File: config.mk
export PLATFORM = sky130hd
export DESIGN_NAME = uart_stream_rx
export DESIGN_NICKNAME = d
export VERILOG_FILES = /design/src/rtl/uart_pkg.sv /design/src/rtl/bit_sync2.sv /design/src/rtl/uart_stream_rx.sv
export SDC_FILE = /design/constraint.sdc
export NUM_CORES = 1
export LEC_CHECK = 0
export BUFFER_PORTS_ARGS = -buffer_cell sky130_fd_sc_hd__buf_4
export CELL_PAD_IN_SITES_DETAIL_PLACEMENT = 2
export CELL_PAD_IN_SITES_GLOBAL_PLACEMENT = 2
export CORE_ASPECT_RATIO = 0.5
export CORE_UTILIZATION = 37
export CTS_CLUSTER_DIAMETER = 30
export DETAILED_ROUTE_END_ITERATION = 8
export MAX_ROUTING_LAYER = met4
export PLACE_DENSITY_LB_ADDON = 0.1
export SLEW_MARGIN = 5
export SYNTH_ARGS = -nofsm -noshare
export SYNTH_HDL_FRONTEND = slang
export SYNTH_SLANG_ARGS = --single-unit
File: constraint.sdc
create_clock -name clk -period 3.6 [get_ports clk]
set_input_delay 0.72 -clock clk [delete_from_list [all_inputs] [get_ports clk]]
set_output_delay 0.72 -clock clk [all_outputs]
set_load 0.05 [all_outputs]
File: src/rtl/uart_pkg.sv
// Shared UART definitions: bit-rate divisor helper, frame length and receiver states.
package uart_pkg;

  localparam int BIT_TOTAL = 10;

  typedef enum logic [2:0] {
    S_IDLE,
    S_START,
    S_DATA,
    S_STOP,
    S_WAIT_IDLE
  } rx_state_t;

  function automatic int clks_per_bit(input int clk_hz, input int baud);
    return clk_hz / baud;
  endfunction

endpackage

File: src/rtl/bit_sync2.sv
// Two-flop synchronizer for a single asynchronous input, reset to a configurable level.
module bit_sync2 #(
  parameter logic RST_VAL = 1'b1
) (
  input  logic clk,
  input  logic rst,
  input  logic d,
  output logic q
);

  logic meta;

  always_ff @(posedge clk) begin
    if (rst) begin
      meta <= RST_VAL;
      q    <= RST_VAL;
    end else begin
      meta <= d;
      q    <= meta;
    end
  end

endmodule

File: src/rtl/uart_stream_rx.sv
// 8N1 UART receiver with mid-bit sampling and a single ready/valid holding register.
module uart_stream_rx
  import uart_pkg::*;
#(
  parameter int CLK_HZ = 100_000_000,
  parameter int BAUD   = 2_000_000
) (
  input  logic       clk,
  input  logic       rst,
  input  logic       rxi,
  output logic [7:0] rx_byte,
  output logic       rx_vld,
  input  logic       rx_rdy,
  output logic       busy,
  output logic       frame_err,
  output logic       overrun
);

  localparam int CLKS_PER_BIT = clks_per_bit(CLK_HZ, BAUD);
  localparam int HALF         = CLKS_PER_BIT / 2;
  localparam int CNT_W        = $clog2(CLKS_PER_BIT);
  localparam int DATA_BITS    = BIT_TOTAL - 2;

  generate
    if (CLKS_PER_BIT < 4) begin : g_bad_rate
      $error("uart_stream_rx: CLK_HZ/BAUD must be at least 4");
    end
  endgenerate

  logic             rx_s;
  rx_state_t        state;
  logic [CNT_W-1:0] cnt;
  logic [2:0]       bit_idx;
  logic [7:0]       shreg;

  bit_sync2 #(.RST_VAL(1'b1)) u_sync (
    .clk (clk),
    .rst (rst),
    .d   (rxi),
    .q   (rx_s)
  );

  assign busy = (state != S_IDLE);

  // cnt holds (edges since last sample point) - 1, so sample when it reaches period-1.
  always_ff @(posedge clk) begin
    if (rst) begin
      state     <= S_IDLE;
      cnt       <= '0;
      bit_idx   <= '0;
      shreg     <= '0;
      rx_byte   <= '0;
      rx_vld    <= 1'b0;
      frame_err <= 1'b0;
      overrun   <= 1'b0;
    end else begin
      frame_err <= 1'b0;
      overrun   <= 1'b0;
      if (rx_vld && rx_rdy)
        rx_vld <= 1'b0;

      case (state)
        S_IDLE: begin
          if (!rx_s) begin
            state <= S_START;
            cnt   <= '0;
          end
        end
        S_START: begin
          if (cnt == CNT_W'(HALF - 1)) begin
            cnt     <= '0;
            bit_idx <= '0;
            state   <= rx_s ? S_IDLE : S_DATA;
          end else begin
            cnt <= cnt + 1'b1;
          end
        end
        S_DATA: begin
          if (cnt == CNT_W'(CLKS_PER_BIT - 1)) begin
            cnt     <= '0;
            shreg   <= {rx_s, shreg[7:1]};
            bit_idx <= bit_idx + 1'b1;
            if (bit_idx == 3'(DATA_BITS - 1))
              state <= S_STOP;
          end else begin
            cnt <= cnt + 1'b1;
          end
        end
        S_STOP: begin
          if (cnt == CNT_W'(CLKS_PER_BIT - 1)) begin
            cnt <= '0;
            if (rx_s) begin
              // Back to IDLE at the stop midpoint so an adjacent start bit is caught.
              state <= S_IDLE;
              if (!rx_vld || rx_rdy) begin
                rx_byte <= shreg;
                rx_vld  <= 1'b1;
              end else begin
                overrun <= 1'b1;
              end
            end else begin
              frame_err <= 1'b1;
              state     <= S_WAIT_IDLE;
            end
          end else begin
            cnt <= cnt + 1'b1;
          end
        end
        S_WAIT_IDLE: begin
          if (rx_s)
            state <= S_IDLE;
        end
        default: state <= S_IDLE;
      endcase
    end
  end

endmodule

; ---- Word level (Yosys, flattened, before mapping)
; Index checks and enable logic that the tools add are counted.
[totals]
regBits = 33
latchBits = 0
ramBits = 0
mem_bits_ro = 0
output_inout_bits = 12
elab_cells = 66
mem_count = 0
[op_classes]
n_addsub = 2
mul = 0
div_mod_pow = 0
order_cmp = 0
n_eq_ne = 13
shifts = 0
mux = 23
n_bitwise = 3
n_reduce_logical = 15
[ops]
columns = operator, n
row1 = two-way mux 3 bit, 9
row2 = two-way mux 6 bit, 3
row3 = case mux 6 bit (3 select lines), 1
row4 = case mux 3 bit (5 select lines), 1
row5 = "!= test 2 bit, second input constant", 5
row6 = two-way mux 1 bit, 7
row7 = "adder 6 x 1 -> 6 bit, second input constant", 1
row8 = "== test 3 x 2 -> 1 bit, second input constant", 2
row9 = "== test 3 bit, second input constant", 2
row10 = "== test 6 x 5 -> 1 bit, second input constant", 1
row11 = "== test 6 bit, second input constant", 1
row12 = case mux 3 bit (2 select lines), 1
row13 = AND reduction 6 bit, 1
row14 = nonzero test 3 bit, 2
row15 = AND reduction 2 bit, 2
row16 = AND reduction 4 bit, 1
row17 = OR reduction 4 bit, 1
row18 = "adder 3 x 1 -> 3 bit, second input constant", 1
row19 = "== test 3 x 1 -> 1 bit, second input constant", 1
row20 = zero test 3 bit, 1
row21 = NOT 1 bit, 3
row22 = AND reduction 3 bit, 1
row23 = OR reduction 3 bit, 1
row24 = two-way mux 2 bit, 1
row25 = 6 further kinds, 6

; ---- Logic depth before layout (Yosys ltp)
; Gate-level depths: netlist of run 1.
[logic_depth]
ltp_word = 6
depth_mapped = 8

; ---- Cells and area by module
; Synthesis of run 1 repeated with hierarchy kept, for this count alone.
[hier_totals]
cells_unflattened = 169
hier_area_um2 = 1485.2
[modules_own_cells]
columns = module, n_inst, cells_per_inst, area_per_inst_um2, seq_area_each_um2
row1 = uart_stream_rx, 1, 165, 1432.6, 620.6
row2 = bit_sync2, 1, 4, 52.6, 40.0

; ---- Worst setup path before layout of run 1
; OpenSTA, ideal clock, no wires.
[synth_timing]
path_kind = register -> register
from = register cnt[0]
to = register bit_idx[0]
t_arrival_ns = 1.490
required_ns = 3.472
slack_ns = 1.982
stages_incl_launch_ff = 8
n_path_buf = 0
synth_period_minus_slack_ns = 1.618
cell_sequence = dfxtp_1 > inv_1 > ha_1 > nand3b_1 > or4_4 > a21oi_4 > mux2i_1 > nor2_1
[synth_between]
elab_chain_len = 3
[synth_rtl]
columns = item, line
row1 = start: declaration, uart_stream_rx.sv:32  ; logic [CNT_W-1:0] cnt;
row2 = start signal: assignment, uart_stream_rx.sv:75  ; cnt <= cnt + 1'b1;
row3 = start signal: assignment, uart_stream_rx.sv:86  ; cnt <= cnt + 1'b1;
row4 = start signal: assignment, uart_stream_rx.sv:106  ; cnt <= cnt + 1'b1;
row5 = == test 6 bit or == test 6 x 5 -> 1 bit (tied branches), "uart_stream_rx.sv:79, uart_stream_rx.sv:70"
row6 = != test 2 bit (no line), n/a
row7 = AND reduction 3 bit (no line) *, n/a
row8 = end signal: assignment, uart_stream_rx.sv:82  ; bit_idx <= bit_idx + 1'b1;
row9 = end: declaration, uart_stream_rx.sv:33  ; logic [2:0] bit_idx;
; Every way passes the cells marked *; elsewhere a longest branch is shown, timed or not.
; A chain may end at the register's enable or synchronous reset.

; ---- Final worst setup path of run 1
[layout_timing]
from = register cnt[0]
to = register rx_byte[7]
[layout_between]
elab_chain_len = 2
[layout_rtl]
columns = item, line
row1 = == test 6 bit, uart_stream_rx.sv:90  ; if (cnt == CNT_W'(CLKS_PER_BIT - 1)) begin
row2 = AND reduction 4 bit (no line), n/a
row3 = end signal: assignment, uart_stream_rx.sv:96  ; rx_byte <= shreg;
row4 = end: declaration, uart_stream_rx.sv:11  ; output logic [7:0] rx_byte,
; No other way between the ends.

==> results of run 1 <==
flip-flops by register name, summed over array words and instances, names as in the netlist:
| signal | cells |
|---|---|
| rx_byte | 8 |
| shreg | 8 |
| cnt | 6 |
| bit_idx | 3 |
| state | 3 |
| frame_err | 1 |
| overrun | 1 |
| rx_vld | 1 |
| u_sync.meta | 1 |
| u_sync.q | 1 |
worst max-delay path, cell delays in order, from the launching register on:
cell and delay (ns):
dfxtp_1 0.42, ha_1 0.17, and3b_1 0.25, nand4_1 0.20, nor2b_1 0.78, mux2i_1 0.30, nor2_1 0.07
power by group through the flow:
stage               Sequential (W)  Combinational [W]  Clock [W]
global route              0.000375          0.0000434   0.000393
floorplan                 0.000379          0.0000291          0
global placement          0.000383          0.0000377          0
finish                    0.000374          0.0000387   0.000368
detailed placement        0.000383          0.0000388          0
CTS                       0.000374          0.0000394   0.000378
synth_stat cells, types with 4 or more instances:
| cell | n | area, µm² |
|---|---|---|
| nand2_1 | 12 | 45.04 |
| nor2_1 | 24 | 90.09 |
| nand3_1 | 8 | 40.04 |
| nand2b_1 | 4 | 25.02 |
| ha_1 | 5 | 62.56 |
| clkbuf_1 | 5 | 18.77 |
| mux2i_1 | 17 | 170.2 |
| o21ai_0 | 7 | 35.03 |
| dfxtp_1 | 33 | 660.6 |
| a21oi_1 | 10 | 50.05 |
| nor3_1 | 4 | 20.02 |
metrics by stage:
stage	area [µm²]	hold WS (ns)	std cells	util [%]	worst slack, ns
final	1724	0.4252	229	47.85	1.282
after global routing	1724	0.4367	229	47.85	1.085
after CTS	1724	0.4279	229	47.85	1.287
after detailed placement	1604	0.4090	221	44.51	1.319
after global placement	1604	0.3921	221	44.51	1.413
after floorplan	1461	0.3895	163	-	1.982
kinds of logic after synthesis:
kind of cell / count (synthesis)
muxes: 17
DFF: 33
adders and majority gates: 5
xor gates and xnor gates: 1
AOI/OAI and AO/OA: 26
and+or+nand+nor: 69
buffers and inverters: 12
area by class of cell:
class	count	area, µm²	share of cell area [%]
flip-flops and latches	33	660.6	38.32
multi-input cells	118	752.0	43.61
repair buffers	15	112.6	6.531
inverters	4	15.01	0.8708
clock buffers	6	82.58	4.790
well taps	51	63.81	3.701
clock inverters	2	37.54	2.177
worst paths after layout:
| path | from | depth (start not counted) | slack [ns] | end |
|---|---|---|---|---|
| worst max-delay path | cnt[0]$_SDFFE_PP0P_ | 6 | 1.28 | rx_byte[7]$_SDFFE_PP0P_ |
| worst min-delay path | u_sync.meta$_SDFF_PP1_ | 1 | 0.43 | u_sync.q$_SDFF_PP1_ |
| worst max register to register | cnt[0]$_SDFFE_PP0P_ | 6 | 1.28 | rx_byte[7]$_SDFFE_PP0P_ |
| worst min register to register | u_sync.meta$_SDFF_PP1_ | 1 | 0.43 | u_sync.q$_SDFF_PP1_ |
layer usage:
layer	vias to the layer above	wire length [µm]	track usage (%)
li1	589	-	-
met1	572	1900	24.33
met2	13	1668	32.58
met3	2	115	6.271
met4	0	18	5.714
met5	-	0	-
==> reports/results.ini, run 1 <==
[finish]
antennaDiodeCount=0
final_nets=186
final_common_cell=dfxtp_1
fill_cells=411
final_cell_mix=dfxtp_1, nor2_1, mux2i_1
drive_gt1_share_pct=17.42
syn2layout_area_growth_pct=17.98

[placement]
place_congestion=0.7419
portBuffers=15
dp_hpwl_mm=2.433

[drt]
drcViolationCount=0
dr.first_iter.drc_count=40
detail_route.wirelength_mm=3.703
dr.pass1.iters=4
detail_route.wl_per_cell_um=16.17
vias=1176
vias_per_cell=5.135
ant_nets=0

[logic_synthesis]
syn_area_per_cell_um2=8.966
synth_flop_cell=dfxtp_1
synth_warnings=0
syn-cell-area_um2=1461
yosysUniqueCellTypes=35
synthSimpleGateAreaFrac_pct=23.63
ys_async_sr_fraction_pct=0
synth_cells=163
synth_compound_area_share_pct=11.30
synth_mux_area_share_pct=11.64
ys_seq_area_share_pct=45.21
synth_edf_count=0
synth_seq_cells=33
synth_top_family_by_area=simple AND/OR/NAND/NOR gates
synth_adder_area_share_pct=4.281
synth-xor-area-share_pct=0.5993
synthesis.nets=172

[clocking]
ctsHoldBuffers=0
worstSkewPairLatency_ns=0.28
cts_max_path_buffers=2
clkTransAtPathRegs_ns=0.07
clkSinkCount=33
cts_buffers=5
cts_resized=0
htreeDepth=2
root_buffer=clkbuf_8
tritoncts=built
post_cts_buffers=0

[floorplanning]
io_pins=16
placementRows=15
initial_core_util_pct=40.56
core-area_um2=3603
die_h_um=46.44
die_w_um=90.88
die-area_um2=4220

[timing]
fmax_ghz=0.4315
rsz0062_at_grt=false
tns_ns=0
finalCritPeriodShare_pct=64.38
worst_pin_slew_ns=0.9202
period_needed_ns=2.318
max-slew-margin-rel_pct=38.53
drv_slew=0
finalHoldViolCount=0
skew_ns=0.003756
setup_violations=0

[power]
intPower_w=0.0006064
combinationalPowerShare_pct=5.0
power_density_nw_per_um2=453.1
irDropWorstVdd_mv=0.1590
sequentialPowerShare_pct=47.9
power.share.clock_pct=47.1
power_leakage_nw=0.6356
switching_power_w=0.0001748
swShare_pct=22.38
total_power_w=0.0007812

[job]
drv_cap=0

[worst_hold_path]
min-delay-path-class=flip-flop to flip-flop

[global_route]
grtUsageTotal_pct=19.93
grt_first_pass_wirelength_mm=5.989
grt_pass1_vias=1201
grt_overflow=0
grt_antenna_before_repair=0
grt_max_degree=35

[outcome]
status=complete, no violations

[worst_setup_path]
start_kind=flip-flop
critPathRequiredTime_ns=3.76
end_kind=flip-flop
arrival_ns=2.48
cp_max_fo=8
critical_path_class=flip-flop to flip-flop

Power figures use the tool's default switching activity.
==> run 2: changes to the inputs <==
CORE_UTILIZATION = 31   (was 37)
clock period = 1.9 ns   (was 3.6 ns; I/O delays follow)
==> run 2 against run 1 <==
Net effect: non-clock buffer count is 8 higher; sequential cell count stayed put; first-iteration DRC count is 35% lower; count of clock-buffer cells in the layout is 1 lower; final cell count is 6.1% higher; clock skew hardly changed; combinational power is 110% higher; fmax is 32% higher; total power is 88% higher; critical path type unchanged; critical endpoint is now bit_idx[0]$_SDFFE_PP0P_.
==> reports/results.ini, run 2 (synthesized netlist as in run 1, its figures left out) <==
[drt]
vias_per_cell=5.016  ; -2.3%
vias=1219  ; +3.7%
dr.first_iter.drc_count=26  ; -35%
detail_route.wirelength_mm=3.720  ; +0.46%
ant_nets=0  ; unchanged
dr.pass1.iters=4  ; unchanged
detail_route.wl_per_cell_um=15.31  ; -5.3%
drcViolationCount=0  ; unchanged

[power]
irDropWorstVdd_mv=0.2770  ; +74%
power_density_nw_per_um2=808.9  ; +79%
power_leakage_nw=0.6774  ; +6.6%
total_power_w=0.001468  ; +88%

[clocking]
worstSkewPairLatency_ns=0.28  ; about the same
ctsHoldBuffers=0  ; unchanged
root_buffer=clkbuf_8
tritoncts=built
clkTransAtPathRegs_ns=0.08  ; about the same
clkSinkCount=33  ; unchanged
cts_max_path_buffers=2  ; unchanged
cts_buffers=5  ; unchanged
htreeDepth=2  ; unchanged

[worst_setup_path]
crit_chain=inv_1, ha_1, nand3b_1, or4_4, a21oi_4, mux2i_1, nor2_1
critical_path_class=flip-flop to flip-flop
end_kind=flip-flop
critPathRequiredTime_ns=2.08  ; -1.68 ns
start_kind=flip-flop
cp_max_fo=5  ; -3
crit_slowest_cell=or4_4
arrival_ns=1.93  ; -0.55 ns
critPathMaxStageDelay_ns=0.45  ; -0.33 ns

[floorplanning]
io_pins=16  ; unchanged
die_w_um=99.10  ; +9.0%
core-area_um2=4467  ; +24%
initial_core_util_pct=32.72  ; -7.8 points
die-area_um2=5010  ; +19%
placementRows=17  ; +2
die_h_um=50.55  ; +8.9%

[job]
drv_cap=0  ; unchanged

[placement]
place_congestion=0.7162  ; -3.5%
dp_cells=234  ; +5.9%
dp_hpwl_mm=2.600  ; +6.9%
portBuffers=15  ; unchanged
placed_area_um2=1677  ; +4.5%

[finish]
final_cell_mix=dfxtp_1, nor2_1, buf_4
top_regs=rx_byte x8, shreg x8, cnt x6
fill_cells=508  ; +24%
final_cells=243  ; +6.1%
final_nets=194  ; +4.3%
drive_gt1_share_pct=23.66  ; +6.2 points
syn2layout_area_growth_pct=24.14
antennaDiodeCount=0  ; unchanged
final_common_cell=dfxtp_1
design_area_um2=1814  ; +5.2%

[timing]
skew_ns=0.003825  ; +0.00006933 ns
setup_violations=0  ; unchanged
period_needed_ns=1.752  ; -0.5655 ns
rsz0062_at_grt=false
finalHoldViolCount=0  ; unchanged
drv_slew=0  ; unchanged
fmax_ghz=0.5708  ; +32%
tns_ns=0  ; unchanged
finalCritPeriodShare_pct=92.21  ; +28 points
worst_pin_slew_ns=0.3270  ; -0.5932 ns
max-slew-margin-rel_pct=77.92  ; +39 points

[outcome]
status=complete, no violations

[global_route]
grt_first_pass_wirelength_mm=6.313  ; +5.4%
grtUsageTotal_pct=17.53  ; -2.4 points
grt_pass1_vias=1284  ; +6.9%
grt_overflow=0  ; unchanged
grt_antenna_before_repair=0  ; unchanged
grt_max_degree=24  ; -31%

[worst_hold_path]
min-delay-path-class=input port to flip-flop

[run 2: cell types whose count changed in the layout (fill, tap and decap cells not counted), sizes merged]
| cell | before | now |
|---|---|---|
| buf | 15 | 23 |
| clkbuf | 6 | 5 |
| clkinv | 0 | 1 |
[run 2: worst paths after layout]
path | startpoint | end | slack [ns] | cells past startpoint
worst min register to register | u_sync.meta$_SDFF_PP1_ | u_sync.q$_SDFF_PP1_ | 0.42 | 1
worst min-delay path | rxi | u_sync.meta$_SDFF_PP1_ | 0.27 | 2
worst max register to register | cnt[1]$_SDFFE_PP0P_ | bit_idx[0]$_SDFFE_PP0P_ | 0.15 | 7
worst max-delay path | cnt[1]$_SDFFE_PP0P_ | bit_idx[0]$_SDFFE_PP0P_ | 0.15 | 7
[run 2: metal layers]
metal	track usage, %	part of all wire, %	up-vias
li1	-	-	605
met1	20.86	48	592
met2	28.55	47	15
met3	5.153	3.5	7
met4	6.618	1.3	0
met5	-	0	-
[run 2: metrics by stage]
| stage | util (%) | hold slack, ns | setup WS [ns] |
|---|---|---|---|
| 3_5_place_dp | 37.54 | 0.4067 | 0.09105 |
| 3_3_place_gp | 37.54 | 0.3936 | 0.1820 |
| 6_report | 40.62 | 0.2746 | 0.1479 |
| 4_1_cts | 40.14 | 0.2670 | 0.01209 |
| 2_1_floorplan | - | 0.3895 | 0.2821 |
| 5_1_grt | 40.62 | 0.2613 | 0.006734 |
[run 2: area by class of cell]
| class | instances | area, µm² | area share [%] |
|---|---|---|---|
| multi-input cells | 118 | 760.7 | 41.93 |
| clock inverters | 3 | 46.29 | 2.552 |
| inverters | 4 | 15.01 | 0.8276 |
| repair buffers | 23 | 188.9 | 10.41 |
| well taps | 57 | 71.32 | 3.931 |
| clock buffers | 5 | 68.82 | 3.793 |
| flip-flops and latches | 33 | 663.1 | 36.55 |
[run 2: where the power goes]
group	leakage, nW	internal [W]	switching [W]
Combinational	0.356	0.0000288	0.0000533
Sequential	0.267	0.000698	0.00000907
Clock	0.0543	0.000393	0.000286
[run 2: timing repair]
item | 4_1_cts | 5_1_grt
endpoints found under the setup margin | 1 | 21
gates cloned | 0 | 0
gates resized for setup | 1 | 6
pin swaps | 0 | 2
setup buffers | 0 | 1
[run 2: critical path: cells and delay by family, from the launching register on]
| kind | cells | cell delay (ns) |
|---|---|---|
| AO/OA/AOI/OAI | 1 | 0.19 |
| adder cells (fa/ha/maj) | 1 | 0.16 |
| buffers and inverters | 1 | 0.10 |
| flip-flops | 1 | 0.35 |
| multiplexers | 1 | 0.20 |
| AND/OR/NAND/NOR | 3 | 0.64 |
